<file path="config.mk">
export PLATFORM = sky130hd
export DESIGN_NAME = xosera_bus_host
export DESIGN_NICKNAME = d
export VERILOG_FILES = /design/src/rtl/xosera_bus_host.sv
export SDC_FILE = /design/constraint.sdc
export NUM_CORES = 1
export LEC_CHECK = 0
export CORE_MARGIN = 2
export CORE_UTILIZATION = 50
export DETAILED_ROUTE_END_ITERATION = 10
export HOLD_SLACK_MARGIN = 0.05
export PLACE_DENSITY = 0.87
export RECOVER_POWER = 25
export SYNTH_ARGS = -nofsm -noshare
export SYNTH_HDL_FRONTEND = slang
export SYNTH_SLANG_ARGS = --single-unit
export TNS_END_PERCENT = 1
</file>
<file path="constraint.sdc">
create_clock -name clk -period 3.1 [get_ports clk]
set_input_delay 0.31 -clock clk [delete_from_list [all_inputs] [get_ports clk]]
set_output_delay 0.31 -clock clk [all_outputs]
set_load 0.03 [all_outputs]
</file>
<file path="src/rtl/xosera_bus_host.sv">
// ------------------------------------------------------------------------
// xosera_bus_host : 16-bit request to Xosera 8-bit register bus initiator
// Rev 1.0
// ------------------------------------------------------------------------
`default_nettype none

module xosera_bus_host #(
  parameter int SETUP_CYC  = 1,
  parameter int STROBE_CYC = 3,
  parameter int HOLD_CYC   = 1
) (
  input  logic        clk,
  input  logic        reset_n_i,
  input  logic        req_valid_i,
  output logic        req_ready_o,
  input  logic        req_wr_i,
  input  logic [3:0]  req_reg_num_i,
  input  logic [1:0]  req_byte_en_i,
  input  logic [15:0] req_data_i,
  output logic        rsp_valid_o,
  output logic [15:0] rsp_data_o,
  output logic        bus_cs_n_o,
  output logic        bus_rd_nwr_o,
  output logic        bus_bytesel_o,
  output logic [3:0]  bus_reg_num_o,
  output logic [7:0]  bus_data_o,
  output logic        bus_data_oe_o,
  input  logic [7:0]  bus_data_i,
  input  logic        bus_intr_i,
  output logic        intr_o
);

  generate
    if (SETUP_CYC < 1 || SETUP_CYC > 65536) begin : g_bad_setup
      $fatal(1, "xosera_bus_host: SETUP_CYC must be in 1..65536");
    end
    if (STROBE_CYC < 2 || STROBE_CYC > 65536) begin : g_bad_strobe
      $fatal(1, "xosera_bus_host: STROBE_CYC must be in 2..65536");
    end
    if (HOLD_CYC < 1 || HOLD_CYC > 65536) begin : g_bad_hold
      $fatal(1, "xosera_bus_host: HOLD_CYC must be in 1..65536");
    end
  endgenerate

  localparam logic [15:0] c_setup_load  = 16'(SETUP_CYC - 1);
  localparam logic [15:0] c_strobe_load = 16'(STROBE_CYC - 1);
  localparam logic [15:0] c_hold_load   = 16'(HOLD_CYC - 1);

  typedef enum logic [2:0] {
    ST_IDLE   = 3'd0,
    ST_SETUP  = 3'd1,
    ST_STROBE = 3'd2,
    ST_HOLD   = 3'd3,
    ST_DONE   = 3'd4
  } state_t;

  state_t      state_q;
  logic [15:0] cnt_q;
  logic        wr_q;
  logic        word_q;
  logic [7:0]  wdata_lo_q;
  logic [15:0] rdata_q;

  logic        ready_q;
  logic        rsp_valid_q;
  logic [15:0] rsp_data_q;
  logic        cs_n_q;
  logic        rd_nwr_q;
  logic        bytesel_q;
  logic [3:0]  reg_num_q;
  logic [7:0]  data_q;
  logic        oe_q;

  logic        sync1_q;
  logic        sync2_q;
  logic        prev_q;
  logic        intr_q;

  logic        accept_d;
  logic        first_bs_d;
  logic [7:0]  first_lane_d;
  logic        cnt_zero_d;
  logic [15:0] cnt_dec_d;

  assign accept_d     = req_valid_i & ready_q;
  // Even byte leads whenever it is enabled.
  assign first_bs_d   = ~req_byte_en_i[1];
  assign first_lane_d = first_bs_d ? req_data_i[7:0] : req_data_i[15:8];
  assign cnt_zero_d   = (cnt_q == 16'd0);
  assign cnt_dec_d    = cnt_q - 16'd1;

  always_ff @(posedge clk or negedge reset_n_i) begin
    if (!reset_n_i) begin
      state_q     <= ST_IDLE;
      cnt_q       <= 16'd0;
      wr_q        <= 1'b0;
      word_q      <= 1'b0;
      wdata_lo_q  <= 8'd0;
      rdata_q     <= 16'd0;
      ready_q     <= 1'b1;
      rsp_valid_q <= 1'b0;
      rsp_data_q  <= 16'd0;
      cs_n_q      <= 1'b1;
      rd_nwr_q    <= 1'b1;
      bytesel_q   <= 1'b0;
      reg_num_q   <= 4'd0;
      data_q      <= 8'd0;
      oe_q        <= 1'b0;
    end else begin
      case (state_q)
        ST_IDLE: begin
          if (accept_d) begin
            ready_q    <= 1'b0;
            wr_q       <= req_wr_i;
            word_q     <= &req_byte_en_i;
            wdata_lo_q <= req_data_i[7:0];
            rdata_q    <= 16'd0;
            reg_num_q  <= req_reg_num_i;
            if (req_byte_en_i == 2'b00) begin
              state_q     <= ST_DONE;
              rsp_valid_q <= 1'b1;
              rsp_data_q  <= 16'd0;
              rd_nwr_q    <= 1'b1;
              oe_q        <= 1'b0;
            end else begin
              state_q   <= ST_SETUP;
              cnt_q     <= c_setup_load;
              cs_n_q    <= 1'b1;
              rd_nwr_q  <= ~req_wr_i;
              oe_q      <= req_wr_i;
              bytesel_q <= first_bs_d;
              data_q    <= first_lane_d;
            end
          end
        end

        ST_SETUP: begin
          if (cnt_zero_d) begin
            state_q <= ST_STROBE;
            cnt_q   <= c_strobe_load;
            cs_n_q  <= 1'b0;
          end else begin
            cnt_q <= cnt_dec_d;
          end
        end

        ST_STROBE: begin
          if (cnt_zero_d) begin
            state_q <= ST_HOLD;
            cnt_q   <= c_hold_load;
            cs_n_q  <= 1'b1;
            // Target data-out is registered, so it is only trusted on the final strobe cycle.
            if (!wr_q) begin
              if (bytesel_q) begin
                rdata_q[7:0] <= bus_data_i;
              end else begin
                rdata_q[15:8] <= bus_data_i;
              end
            end
          end else begin
            cnt_q <= cnt_dec_d;
          end
        end

        ST_HOLD: begin
          if (cnt_zero_d) begin
            if (word_q && !bytesel_q) begin
              state_q   <= ST_SETUP;
              cnt_q     <= c_setup_load;
              bytesel_q <= 1'b1;
              data_q    <= wdata_lo_q;
            end else begin
              state_q     <= ST_DONE;
              rsp_valid_q <= 1'b1;
              rsp_data_q  <= wr_q ? 16'd0 : rdata_q;
              rd_nwr_q    <= 1'b1;
              oe_q        <= 1'b0;
            end
          end else begin
            cnt_q <= cnt_dec_d;
          end
        end

        ST_DONE: begin
          state_q     <= ST_IDLE;
          rsp_valid_q <= 1'b0;
          ready_q     <= 1'b1;
        end

        default: begin
          state_q <= ST_IDLE;
          ready_q <= 1'b1;
        end
      endcase
    end
  end

  // Interrupt path runs on its own; the FSM never gates it.
  always_ff @(posedge clk or negedge reset_n_i) begin
    if (!reset_n_i) begin
      sync1_q <= 1'b0;
      sync2_q <= 1'b0;
      prev_q  <= 1'b0;
      intr_q  <= 1'b0;
    end else begin
      sync1_q <= bus_intr_i;
      sync2_q <= sync1_q;
      prev_q  <= sync2_q;
      intr_q  <= sync2_q & ~prev_q;
    end
  end

  assign req_ready_o   = ready_q;
  assign rsp_valid_o   = rsp_valid_q;
  assign rsp_data_o    = rsp_data_q;
  assign bus_cs_n_o    = cs_n_q;
  assign bus_rd_nwr_o  = rd_nwr_q;
  assign bus_bytesel_o = bytesel_q;
  assign bus_reg_num_o = reg_num_q;
  assign bus_data_o    = data_q;
  assign bus_data_oe_o = oe_q;
  assign intr_o        = intr_q;

endmodule

`default_nettype wire

</file>
==> flow_summary.rst, run 1 <==
.. list-table::
   :header-rows: 1

   * - Metric
     - Value
   * - Overall global routing resource usage
     - 22.64%
   * - Max-capacitance violation count
     - 1
   * - Worst clock skew
     - 0.01154 ns
   * - Fraction of layout cells with a size suffix above 1
     - 10.13%
   * - Gate count of the mapped netlist
     - 399
   * - Post-CTS setup buffer count
     - 0
   * - Final count of negative-setup-slack endpoints
     - 0
   * - Cell Rows
     - 31
   * - Transition time at the pin with the least slew margin
     - 2.009 ns
   * - DR iter-0 viols
     - 343
   * - Crit path required time
     - 3.32 ns
   * - Most frequent standard cell in the layout excluding fill and tap cells
     - sky130_fd_sc_hd__nand2_1
   * - Core Box Area
     - 0.007292 mm²
   * - Drc violations
     - 0
   * - Violated checks
     - capacitance limit, slew limit
   * - Cells resized by post-CTS repair
     - 0
   * - Post-detailed-placement half-perimeter wirelength
     - 6300 µm
   * - IR drop worst, VDD
     - 0.2099 mV
   * - Final min period
     - 2.754 ns
   * - Post-synthesis average cell area
     - 9.533 µm²
   * - Sequential fraction of design power
     - 58.1%
   * - Number of vias per cell after detailed routing
     - 5.634
   * - IO Port Bufs
     - 69
   * - CTS Sinks
     - 83
   * - Utilization after layout
     - 65.15%
   * - Routability Congestion
     - 0.9044
   * - Post-layout net count
     - 505
   * - First-pass GRT wire length
     - 15010 µm
   * - LEAKAGE
     - 2.071 nW
   * - Top fanout value on the critical path
     - 33
   * - Max transition margin
     - -33.90%
   * - Later-pin clock latency in the skew report
     - 0.35 ns
   * - Area enclosed by the die boundary
     - 0.008321 mm²
   * - Category of the worst setup path capture point
     - flip-flop
   * - Clock root buffer
     - sky130_fd_sc_hd__clkbuf_8
   * - Unique masters post-synth
     - 45
   * - Count of state elements after synthesis
     - 83
   * - Number of standard cells in the final layout excluding fillers
     - 573
   * - Register-to-register path setup slack
     - 0.35 ns
   * - Portion of total power attributed to combinational logic
     - 4.9%
   * - CTS Hold Bufs
     - 0
   * - Maximum number of buffers from clock root to sink
     - 2
   * - Pin count of the biggest net entering global routing
     - 84
   * - Layout overhead on the synthesized area
     - 24.90%
   * - Number of antenna violations at the first check in global routing
     - 0
   * - Total iterations of the first detailed-routing run
     - 5
   * - Final sum of negative setup slack
     - 0 ns
   * - CP Data Arrival Time
     - 2.98 ns
   * - Die Width
     - 91.22 µm
   * - Tcrit/Tclk final
     - 88.84%
   * - Number of warnings reported in the yosys synthesis log
     - 0
   * - Via count of the first global-routing pass
     - 3208
   * - Netlist area before placement
     - 0.003804 mm²
   * - Max H-tree Level
     - 3
   * - Areal power density over the cells
     - 392.9 mW/mm²
   * - Switching component of the power
     - 0.4216 mW
   * - Clock tree from TritonCTS
     - built
   * - Clock input transition at the sequential cells of the worst setup and hold paths
     - 0.09 ns
   * - Starting density of the core
     - 52.16%
   * - Num CTS Buffers
     - 9
   * - Startpoint types
     - flip-flop
   * - RSZ-0062 raised after global routing
     - no
   * - Async set or reset register ratio after synthesis
     - 100.0%
   * - Slew Viols, Final
     - 84
   * - Sequential element share of the synthesized area
     - 54.70%
   * - Total wire length after detailed routing
     - 8801 µm
   * - Achievable frequency
     - 363.1 MHz
   * - Top library cells by usage in the layout, fill and taps aside
     - 105 x sky130_fd_sc_hd__nand2_1, 80 x sky130_fd_sc_hd__dfrtp_1, 67 x sky130_fd_sc_hd__clkdlybuf4s50_1
   * - Top-Level Pins
     - 70
   * - Die Y
     - 91.22 µm
   * - Cell total after placement
     - 557
   * - Number of vias in the routed layout
     - 3228
   * - Run status
     - complete, but fails checks
   * - Power share of the clock group
     - 36.9%
   * - Post-synth net total
     - 435
   * - Routed length per instance
     - 15.36 µm
   * - Dominant synthesized flop cell
     - sky130_fd_sc_hd__dfrtp_1
   * - Critical Setup Path Class
     - flip-flop to flip-flop
   * - Internal power
     - 1.445 mW
   * - Final Hold Fails
     - 0
   * - Antenna diode count
     - 0
   * - Number of antenna-violating nets in the routed design
     - 0
   * - Global route total overflow
     - 0
   * - Switching portion of total power
     - 22.58%
   * - Number of synthesized flops with an enable pin
     - 0
   * - Min-Delay Path Class
     - flip-flop to flip-flop
[sequential cells by signal (all words and copies together), names as in the netlist, 3 cells and up]
| name | cells |
|---|---|
| state_q | 3 |
| cnt_q | 16 |
| bus_reg_num_o | 4 |
| rsp_data_o | 16 |
| bus_data_o | 8 |
| wdata_lo_q | 8 |
| rdata_q | 16 |
[critical path, stage by stage, from the launching register on]
cell	delay, ns
sky130_fd_sc_hd__dfrtp_1	0.42
sky130_fd_sc_hd__inv_1	0.07
sky130_fd_sc_hd__ha_1	0.18
sky130_fd_sc_hd__or3b_1	0.45
sky130_fd_sc_hd__or4_4	0.64
sky130_fd_sc_hd__a2111o_1	0.40
sky130_fd_sc_hd__buf_4	0.26
sky130_fd_sc_hd__nand2_1	0.13
sky130_fd_sc_hd__o21ai_2	0.06
[cell usage after synthesis (4+ instances only)]
master,n,area (µm²)
sky130_fd_sc_hd__buf_6,4,45.04
sky130_fd_sc_hd__o21ai_0,19,95.09
sky130_fd_sc_hd__mux2i_1,8,80.08
sky130_fd_sc_hd__dfrtp_1,80,2002
sky130_fd_sc_hd__inv_1,8,30.03
sky130_fd_sc_hd__nor4_1,4,25.02
sky130_fd_sc_hd__clkbuf_1,13,48.80
sky130_fd_sc_hd__a31oi_1,15,93.84
sky130_fd_sc_hd__nor3_1,7,35.03
sky130_fd_sc_hd__a22o_1,16,140.1
sky130_fd_sc_hd__o21ai_2,13,113.9
sky130_fd_sc_hd__or3_1,4,25.02
sky130_fd_sc_hd__o21ai_1,4,20.02
sky130_fd_sc_hd__nand2_1,105,394.1
sky130_fd_sc_hd__or4_1,5,37.54
sky130_fd_sc_hd__nor2_1,33,123.9
sky130_fd_sc_hd__a21oi_1,18,90.09
[power groups by stage]
stage | Sequential [mW] | Combinational (mW) | Clock, mW
global placement | 1.11 | 0.0924 | 0
detailed placement | 1.11 | 0.0941 | 0
CTS | 1.09 | 0.0941 | 0.701
floorplan | 1.11 | 0.0189 | 0
finish | 1.09 | 0.0917 | 0.690
global route | 1.09 | 0.102 | 0.744
[final timing paths]
| kind | depth (start not counted) | endpoint | startpoint |
|---|---|---|---|
| worst min-delay path | 0 | sync2_q$_DFF_PN0_ | sync1_q$_DFF_PN0_ |
| worst max-delay path | 8 | rsp_data_o[11]$_DFFE_PN0P_ | cnt_q[0]$_DFFE_PN0P_ |
| worst min register to register | 0 | sync2_q$_DFF_PN0_ | sync1_q$_DFF_PN0_ |
| min in group asynchronous | 1 | cnt_q[11]$_DFFE_PN0P_ | reset_n_i |
| max in group asynchronous | 1 | rsp_data_o[0]$_DFFE_PN0P_ | reset_n_i |
| worst max register to register | 8 | rsp_data_o[11]$_DFFE_PN0P_ | cnt_q[0]$_DFFE_PN0P_ |
[per-layer routing]
layer / global-route usage, % / wire length (µm)
met5: 0 / 0
met4: 8.586 / 150
met3: 5.560 / 535
met2: 35.80 / 4324
met1: 30.36 / 3789
[cell type report]
type                    count  area [µm²]
repair buffers             78       753.2
clock inverters             4       27.53
well taps                  99       123.9
inverters                   8       30.03
multi-input cells         289        1590
flip-flops and latches     83        2081
fillers                   605        2541
clock buffers              12       145.1
[metrics by stage]
stage	cell area (µm²)	hold WS, ns	power [mW]	setup WS (ns)
3_3_place_gp	4581	0.3386	1.199	0.4797
3_5_place_dp	4581	0.3550	1.201	0.4063
4_1_cts	4753	0.1673	1.880	0.3766
5_1_grt	4751	0.3916	1.932	0.2527
2_1_floorplan	3804	0.01441	1.127	0.4802
6_report	4751	0.3714	1.867	0.3458
[cells by family (layout without fill, tap and decap cells)]
| group | Yosys count | after routing | share of synthesized area (%) |
|---|---|---|---|
| buffers and inverters | 27 | 102 | 3.487 |
| AND/OR/NAND/NOR | 175 | 175 | 20.07 |
| flip-flops | 83 | 83 | 54.70 |
| AO/OA/AOI/OAI | 103 | 103 | 18.85 |
| adder cells (fa/ha/maj) | 1 | 1 | 0.3289 |
| XOR/XNOR | 2 | 2 | 0.4606 |
| multiplexers | 8 | 8 | 2.105 |
Power figures use the tool's default switching activity.
==> run 2: changes to the inputs <==
Settings changed: CORE_UTILIZATION 50 to 36, PLACE_DENSITY 0.87 to 0.69.
==> flow_summary.rst, run 2 (synthesis gave the netlist of run 1 again) <==
.. list-table::
   :header-rows: 1

   * - Metric
     - Value
   * - Clock tree from TritonCTS
     - built
   * - Portion of total power attributed to combinational logic
     - 4.4% (-0.5 points)
   * - Total wire length after detailed routing
     - 8992 µm (+2.2%)
   * - Post-CTS setup buffer count
     - 0 (unchanged)
   * - Startpoint types
     - flip-flop
   * - Crit path required time
     - 3.34 ns (+0.02 ns)
   * - Utilization after layout
     - 47.46% (-18 points)
   * - Switching component of the power
     - 0.4461 mW (+5.8%)
   * - Core Box Area
     - 0.01028 mm² (+41%)
   * - Layout overhead on the synthesized area
     - 28.22%
   * - Number of antenna violations at the first check in global routing
     - 0 (unchanged)
   * - Final min period
     - 2.703 ns (-0.05088 ns)
   * - Number of antenna-violating nets in the routed design
     - 0 (unchanged)
   * - Die Y
     - 106.8 µm (+17%)
   * - Die Width
     - 106.8 µm (+17%)
   * - Post-route design area
     - 0.004877 mm² (+2.7%)
   * - Number of vias per cell after detailed routing
     - 5.131 (-8.9%)
   * - Cells resized by post-CTS repair
     - 0 (unchanged)
   * - Final sum of negative setup slack
     - 0 ns (unchanged)
   * - Placement Setup Slack
     - 0.4297 ns (+0.02344 ns)
   * - Top fanout value on the critical path
     - 33 (unchanged)
   * - Start of the worst register-to-register path
     - cnt_q[0]$_DFFE_PN0P_
   * - Area after detailed placement
     - 0.004634 mm² (+1.2%)
   * - RSZ-0062 raised after global routing
     - no
   * - Number of vias in the routed layout
     - 3135 (-2.9%)
   * - First-pass GRT wire length
     - 15120 µm (+0.69%)
   * - Final count of negative-setup-slack endpoints
     - 0 (unchanged)
   * - Starting density of the core
     - 37.01% (-15 points)
   * - Maximum number of buffers from clock root to sink
     - 2 (unchanged)
   * - Internal power
     - 1.660 mW (+15%)
   * - Transition time at the pin with the least slew margin
     - 2.022 ns (+0.01319 ns)
   * - Overall global routing resource usage
     - 16.73% (-5.9 points)
   * - Clock input transition at the sequential cells of the worst setup and hold paths
     - 0.08 ns (about the same)
   * - Max transition margin
     - -34.78% (-0.88 points)
   * - CP Data Arrival Time
     - 2.94 ns (-0.04 ns)
   * - Pin count of the biggest net entering global routing
     - 84 (unchanged)
   * - Startpoint of the most critical setup path
     - cnt_q[0]$_DFFE_PN0P_
   * - Routability Congestion
     - 0.8457 (-6.5%)
   * - Antenna diode count
     - 0 (unchanged)
   * - Cell total after placement
     - 595 (+6.8%)
   * - Fraction of layout cells with a size suffix above 1
     - 10.74% (+0.61 points)
   * - Min-Delay Path Class
     - flip-flop to flip-flop
   * - Number of standard cells in the final layout excluding fillers
     - 611 (+6.6%)
   * - Global route total overflow
     - 0 (unchanged)
   * - Top library cells by usage in the layout, fill and taps aside
     - 105 x sky130_fd_sc_hd__nand2_1, 80 x sky130_fd_sc_hd__dfrtp_1, 67 x sky130_fd_sc_hd__clkdlybuf4s50_1
   * - Tcrit/Tclk final
     - 87.20% (-1.6 points)
   * - Post-detailed-placement half-perimeter wirelength
     - 6306 µm (+0.10%)
   * - Areal power density over the cells
     - 431.8 mW/mm² (+9.9%)
   * - Max-capacitance violation count
     - 1 (unchanged)
   * - Category of the worst setup path capture point
     - flip-flop
   * - Most frequent standard cell in the layout excluding fill and tap cells
     - sky130_fd_sc_hd__nand2_1
   * - Total design power
     - 2.106 mW (+13%)
   * - Area enclosed by the die boundary
     - 0.01140 mm² (+37%)
   * - Run status
     - complete, but fails checks
   * - Achievable frequency
     - 369.9 MHz (+1.9%)
   * - Drc violations
     - 0 (unchanged)
   * - Slew Viols, Final
     - 84 (unchanged)
   * - Top-Level Pins
     - 70 (unchanged)
   * - Max H-tree Level
     - 3 (unchanged)
   * - DR iter-0 viols
     - 200 (-42%)
   * - CTS Sinks
     - 83 (unchanged)
   * - LEAKAGE
     - 2.121 nW (+2.4%)
   * - CTS Hold Bufs
     - 0 (unchanged)
   * - Routed length per instance
     - 14.72 µm (-4.2%)
   * - Critical Setup Path Class
     - flip-flop to flip-flop
   * - Violated checks
     - capacitance limit, slew limit
   * - Num CTS Buffers
     - 9 (unchanged)
   * - Switching portion of total power
     - 21.18% (-1.4 points)
   * - IR drop worst, VDD
     - 0.2254 mV (+7.4%)
   * - Worst clock skew
     - 0.008003 ns (-0.003540 ns)
   * - Post-layout net count
     - 506 (+0.20%)
   * - Clock root buffer
     - sky130_fd_sc_hd__clkbuf_8
   * - Power share of the clock group
     - 44.0% (+7.1 points)
   * - Final worst-path setup slack
     - 0.3967 ns (+0.05088 ns)
   * - Final Hold Fails
     - 0 (unchanged)
   * - Total iterations of the first detailed-routing run
     - 4 (-1)
   * - Sequential fraction of design power
     - 51.5% (-6.6 points)
   * - IO Port Bufs
     - 69 (unchanged)
   * - Via count of the first global-routing pass
     - 3046 (-5.0%)
   * - Launch instance of the worst min-delay path
     - sync1_q$_DFF_PN0_
   * - Later-pin clock latency in the skew report
     - 0.36 ns (about the same)
   * - Cell Rows
     - 37 (+19%)
   * - Tightest hold margin
     - 0.3538 ns (-0.01761 ns)
-- run 2: path summary, 6_finish.rpt --
path / end / slack (ns) / cells after the start
min reg2reg: sync2_q$_DFF_PN0_ / 0.35 / 0
max: rsp_data_o[9]$_DFFE_PN0P_ / 0.40 / 8
min: sync2_q$_DFF_PN0_ / 0.35 / 0
max in group asynchronous: cnt_q[12]$_DFFE_PN0P_ / 1.38 / 1
max reg2reg: rsp_data_o[9]$_DFFE_PN0P_ / 0.40 / 8
min in group asynchronous: wdata_lo_q[2]$_DFFE_PN0P_ / 0.51 / 1
-- run 2: worst max-delay path: stages, from the launching register on --
cell                       delay [ns]
sky130_fd_sc_hd__dfrtp_1         0.41
sky130_fd_sc_hd__inv_1           0.07
sky130_fd_sc_hd__ha_1            0.18
sky130_fd_sc_hd__or3b_1          0.44
sky130_fd_sc_hd__or4_4           0.63
sky130_fd_sc_hd__a2111o_1        0.39
sky130_fd_sc_hd__buf_4           0.26
sky130_fd_sc_hd__nand2_1         0.14
sky130_fd_sc_hd__o21ai_2         0.05
-- run 2: power groups by stage --
stage                     registers (mW)  clock network, mW  logic (mW)
after CTS                           1.09              0.940      0.0961
final                               1.09              0.928      0.0934
after global routing                1.09              0.992       0.105
after global placement              1.11                  0      0.0952
after floorplan                     1.11                  0      0.0189
after detailed placement            1.11                  0      0.0959
-- run 2: routing by layer --
metal | share of wire [%] | wire length [µm] | global-route usage (%) | up-vias
met3 | 4.7 | 420 | 3.891 | 13
met2 | 48 | 4289 | 25.61 | 71
met5 | 0 | 0 | 0 | -
li1 | - | - | - | 1540
met4 | 1.8 | 161 | 6.122 | 0
met1 | 46 | 4121 | 23.28 | 1511
-- run 2: final cells by class --
type / count / area [µm²]
tap: 136 / 170.2
fill: 1014 / 5400
clock buffer: 12 / 165.2
timing repair buffer: 79 / 760.7
sequential: 83 / 2081
multi-input combinational: 289 / 1590
clock inverter: 4 / 80.08
inverter: 8 / 30.03
==> run 3: changes to the inputs <==
Settings changed: CAP_MARGIN from default to 20, PLACE_DENSITY 0.69 to 0.6.
==> flow_summary.rst, run 3 (synthesis gave the netlist of run 1 again) <==
.. list-table::
   :header-rows: 1

   * - Metric
     - Value
   * - Run status
     - complete, but fails checks
   * - Violated checks
     - capacitance limit, slew limit
   * - Start of the worst register-to-register path
     - cnt_q[0]$_DFFE_PN0P_
   * - Most frequent standard cell in the layout excluding fill and tap cells
     - sky130_fd_sc_hd__nand2_1
   * - Destination of the worst hold path
     - sync2_q$_DFF_PN0_
   * - R2R depth
     - 8 (unchanged)
   * - Via count of the first global-routing pass
     - 3053 (+0.23%)
   * - Final count of negative-setup-slack endpoints
     - 0 (unchanged)
   * - Achievable frequency
     - 367.9 MHz (-0.55%)
   * - Number of vias in the routed layout
     - 3173 (+1.2%)
   * - Area enclosed by the die boundary
     - 0.01140 mm² (unchanged)
   * - Min-Delay Path Class
     - flip-flop to flip-flop
   * - Top fanout value on the critical path
     - 33 (unchanged)
   * - Die Width
     - 106.8 µm (unchanged)
   * - Final sum of negative setup slack
     - 0 ns (unchanged)
   * - Reg-to-reg critical path endpoint
     - rsp_data_o[15]$_DFFE_PN0P_
   * - CTS Sinks
     - 83 (unchanged)
   * - Number of antenna violations at the first check in global routing
     - 0 (unchanged)
   * - Routability Congestion
     - 0.8222 (-2.8%)
   * - Fraction of layout cells with a size suffix above 1
     - 10.88% (+0.14 points)
   * - Post-route design area
     - 0.004865 mm² (-0.26%)
   * - Number of cells on the worst hold path
     - 0 (unchanged)
   * - Register-to-register path setup slack
     - 0.38 ns (about the same)
   * - Pin count of the biggest net entering global routing
     - 42 (-50%)
   * - Layout overhead on the synthesized area
     - 27.89%
   * - Number of antenna-violating nets in the routed design
     - 0 (unchanged)
   * - Core Box Area
     - 0.01028 mm² (unchanged)
   * - Max-capacitance violation count
     - 1 (unchanged)
   * - Transition time at the pin with the least slew margin
     - 2.205 ns (+0.1834 ns)
   * - Die Y
     - 106.8 µm (unchanged)
   * - Num CTS Buffers
     - 9 (unchanged)
   * - Post-detailed-placement half-perimeter wirelength
     - 6486 µm (+2.9%)
   * - Drc violations
     - 0 (unchanged)
   * - Clock root buffer
     - sky130_fd_sc_hd__clkbuf_8
   * - Placement Setup Slack
     - 0.3855 ns (-0.04421 ns)
   * - Final min period
     - 2.718 ns (+0.01490 ns)
   * - CP Data Arrival Time
     - 2.94 ns (about the same)
   * - Critical Setup Path Class
     - flip-flop to flip-flop
   * - Total design power
     - 2.009 mW (-4.6%)
   * - Top-Level Pins
     - 70 (unchanged)
   * - LEAKAGE
     - 2.114 nW (-0.35%)
   * - Areal power density over the cells
     - 412.9 mW/mm² (-4.4%)
   * - Later-pin clock latency in the skew report
     - 0.35 ns (about the same)
   * - Top library cells by usage in the layout, fill and taps aside
     - 105 x sky130_fd_sc_hd__nand2_1, 80 x sky130_fd_sc_hd__dfrtp_1, 67 x sky130_fd_sc_hd__clkdlybuf4s50_1
   * - Slew Viols, Final
     - 42 (-50%)
   * - Cell Rows
     - 37 (unchanged)
   * - Cells resized by post-CTS repair
     - 0 (unchanged)
   * - Total wire length after detailed routing
     - 9061 µm (+0.77%)
   * - Worst clock skew
     - 0.01016 ns (+0.002156 ns)
   * - Total iterations of the first detailed-routing run
     - 4 (unchanged)
   * - Startpoint types
     - flip-flop
   * - IO Port Bufs
     - 69 (unchanged)
   * - First-pass GRT wire length
     - 15310 µm (+1.3%)
   * - RSZ-0062 raised after global routing
     - no
   * - Global route total overflow
     - 0 (unchanged)
   * - Post-layout net count
     - 509 (+0.59%)
   * - Utilization after layout
     - 47.33% (-0.12 points)
   * - Tcrit/Tclk final
     - 87.68% (+0.48 points)
   * - Number of vias per cell after detailed routing
     - 5.168 (+0.72%)
   * - Starting density of the core
     - 37.01% (unchanged)
   * - Crit path required time
     - 3.32 ns (-0.02 ns)
   * - DR iter-0 viols
     - 140 (-30%)
   * - Clock tree from TritonCTS
     - built
   * - Overall global routing resource usage
     - 17.03% (+0.30 points)
   * - Max H-tree Level
     - 3 (unchanged)
   * - Maximum number of buffers from clock root to sink
     - 2 (unchanged)
   * - IR drop worst, VDD
     - 0.1997 mV (-11%)
   * - Max transition margin
     - -47.01% (-12 points)
   * - Area after detailed placement
     - 0.004649 mm² (+0.32%)
   * - Routed length per instance
     - 14.76 µm (+0.28%)
   * - Final Hold Fails
     - 0 (unchanged)
   * - Category of the worst setup path capture point
     - flip-flop
   * - Launch instance of the worst min-delay path
     - sync1_q$_DFF_PN0_
   * - Final worst-path setup slack
     - 0.3818 ns (-0.01490 ns)
   * - Clock input transition at the sequential cells of the worst setup and hold paths
     - 0.08 ns (about the same)
   * - Antenna diode count
     - 0 (unchanged)
run 3: changes by cell type in the layout (fill, tap and decap cells not counted), sizes merged:
cell,delta
inv,+2
buf,+2
clkinvlp,+1
dlygate4sd3,+1
bufinv,-1
clkbuf,-2
run 3: power breakdown:
part	total [mW]	switching, mW	internal (mW)
registers	1.09	0.000796	1.08
clock network	0.828	0.423	0.405
logic	0.0959	0.0449	0.0510
total	2.01	0.469	1.54
run 3: worst max path at each step:
stage,startpoint,to,slack (ns),cells past startpoint
after floorplan,cnt_q[0]$_DFFE_PN0P_,rsp_data_o[2]$_DFFE_PN0P_,0.48,10
after global placement,cnt_q[0]$_DFFE_PN0P_,rsp_data_o[12]$_DFFE_PN0P_,0.46,8
after detailed placement,cnt_q[0]$_DFFE_PN0P_,rsp_data_o[15]$_DFFE_PN0P_,0.39,8
after CTS,cnt_q[0]$_DFFE_PN0P_,rsp_data_o[15]$_DFFE_PN0P_,0.37,8
after global routing,reset_n_i,rsp_valid_o$_DFFE_PN0P_,0.14,2
final,cnt_q[0]$_DFFE_PN0P_,rsp_data_o[15]$_DFFE_PN0P_,0.38,8
run 3: through the flow:
| step | hold slack, ns | instances |
|---|---|---|
| 3_5_place_dp | 0.3280 | 597 |
| 6_report | 0.3701 | 614 |
| 3_3_place_gp | 0.3260 | 597 |
| 4_1_cts | 0.3731 | 614 |
| 2_1_floorplan | 0.01441 | 399 |
| 5_1_grt | 0.3783 | 614 |
run 3: area by class of cell:
class / count / area [µm²]
fillers: 1020 / 5413
flip-flops and latches: 83 / 2081
multi-input cells: 289 / 1590
repair buffers: 82 / 784.5
well taps: 136 / 170.2
clock buffers: 10 / 137.6
clock inverters: 6 / 71.32
inverters: 8 / 30.03
run 3: what timing repair did:
action,4_1_cts,5_1_grt
setup endpoints to repair,0,0
endpoints found under the hold margin,37,0
buffers inserted,0,0
hold buffers,1,0
run 3: layer usage:
metal	global-route usage, %	share of wire, %
met4	4.453	1.1
met2	25.75	45
met3	4.742	5.2
met5	0	0
met1	24.17	49
run 3: critical path, cell delays in order, from the launching register on:
cell and delay [ns]:
sky130_fd_sc_hd__dfrtp_1 0.41, sky130_fd_sc_hd__inv_1 0.07, sky130_fd_sc_hd__ha_1 0.18, sky130_fd_sc_hd__or3b_1 0.44, sky130_fd_sc_hd__or4_4 0.63, sky130_fd_sc_hd__a2111o_1 0.40, sky130_fd_sc_hd__buf_4 0.26, sky130_fd_sc_hd__nand2_1 0.12
sky130_fd_sc_hd__o21ai_1 0.07
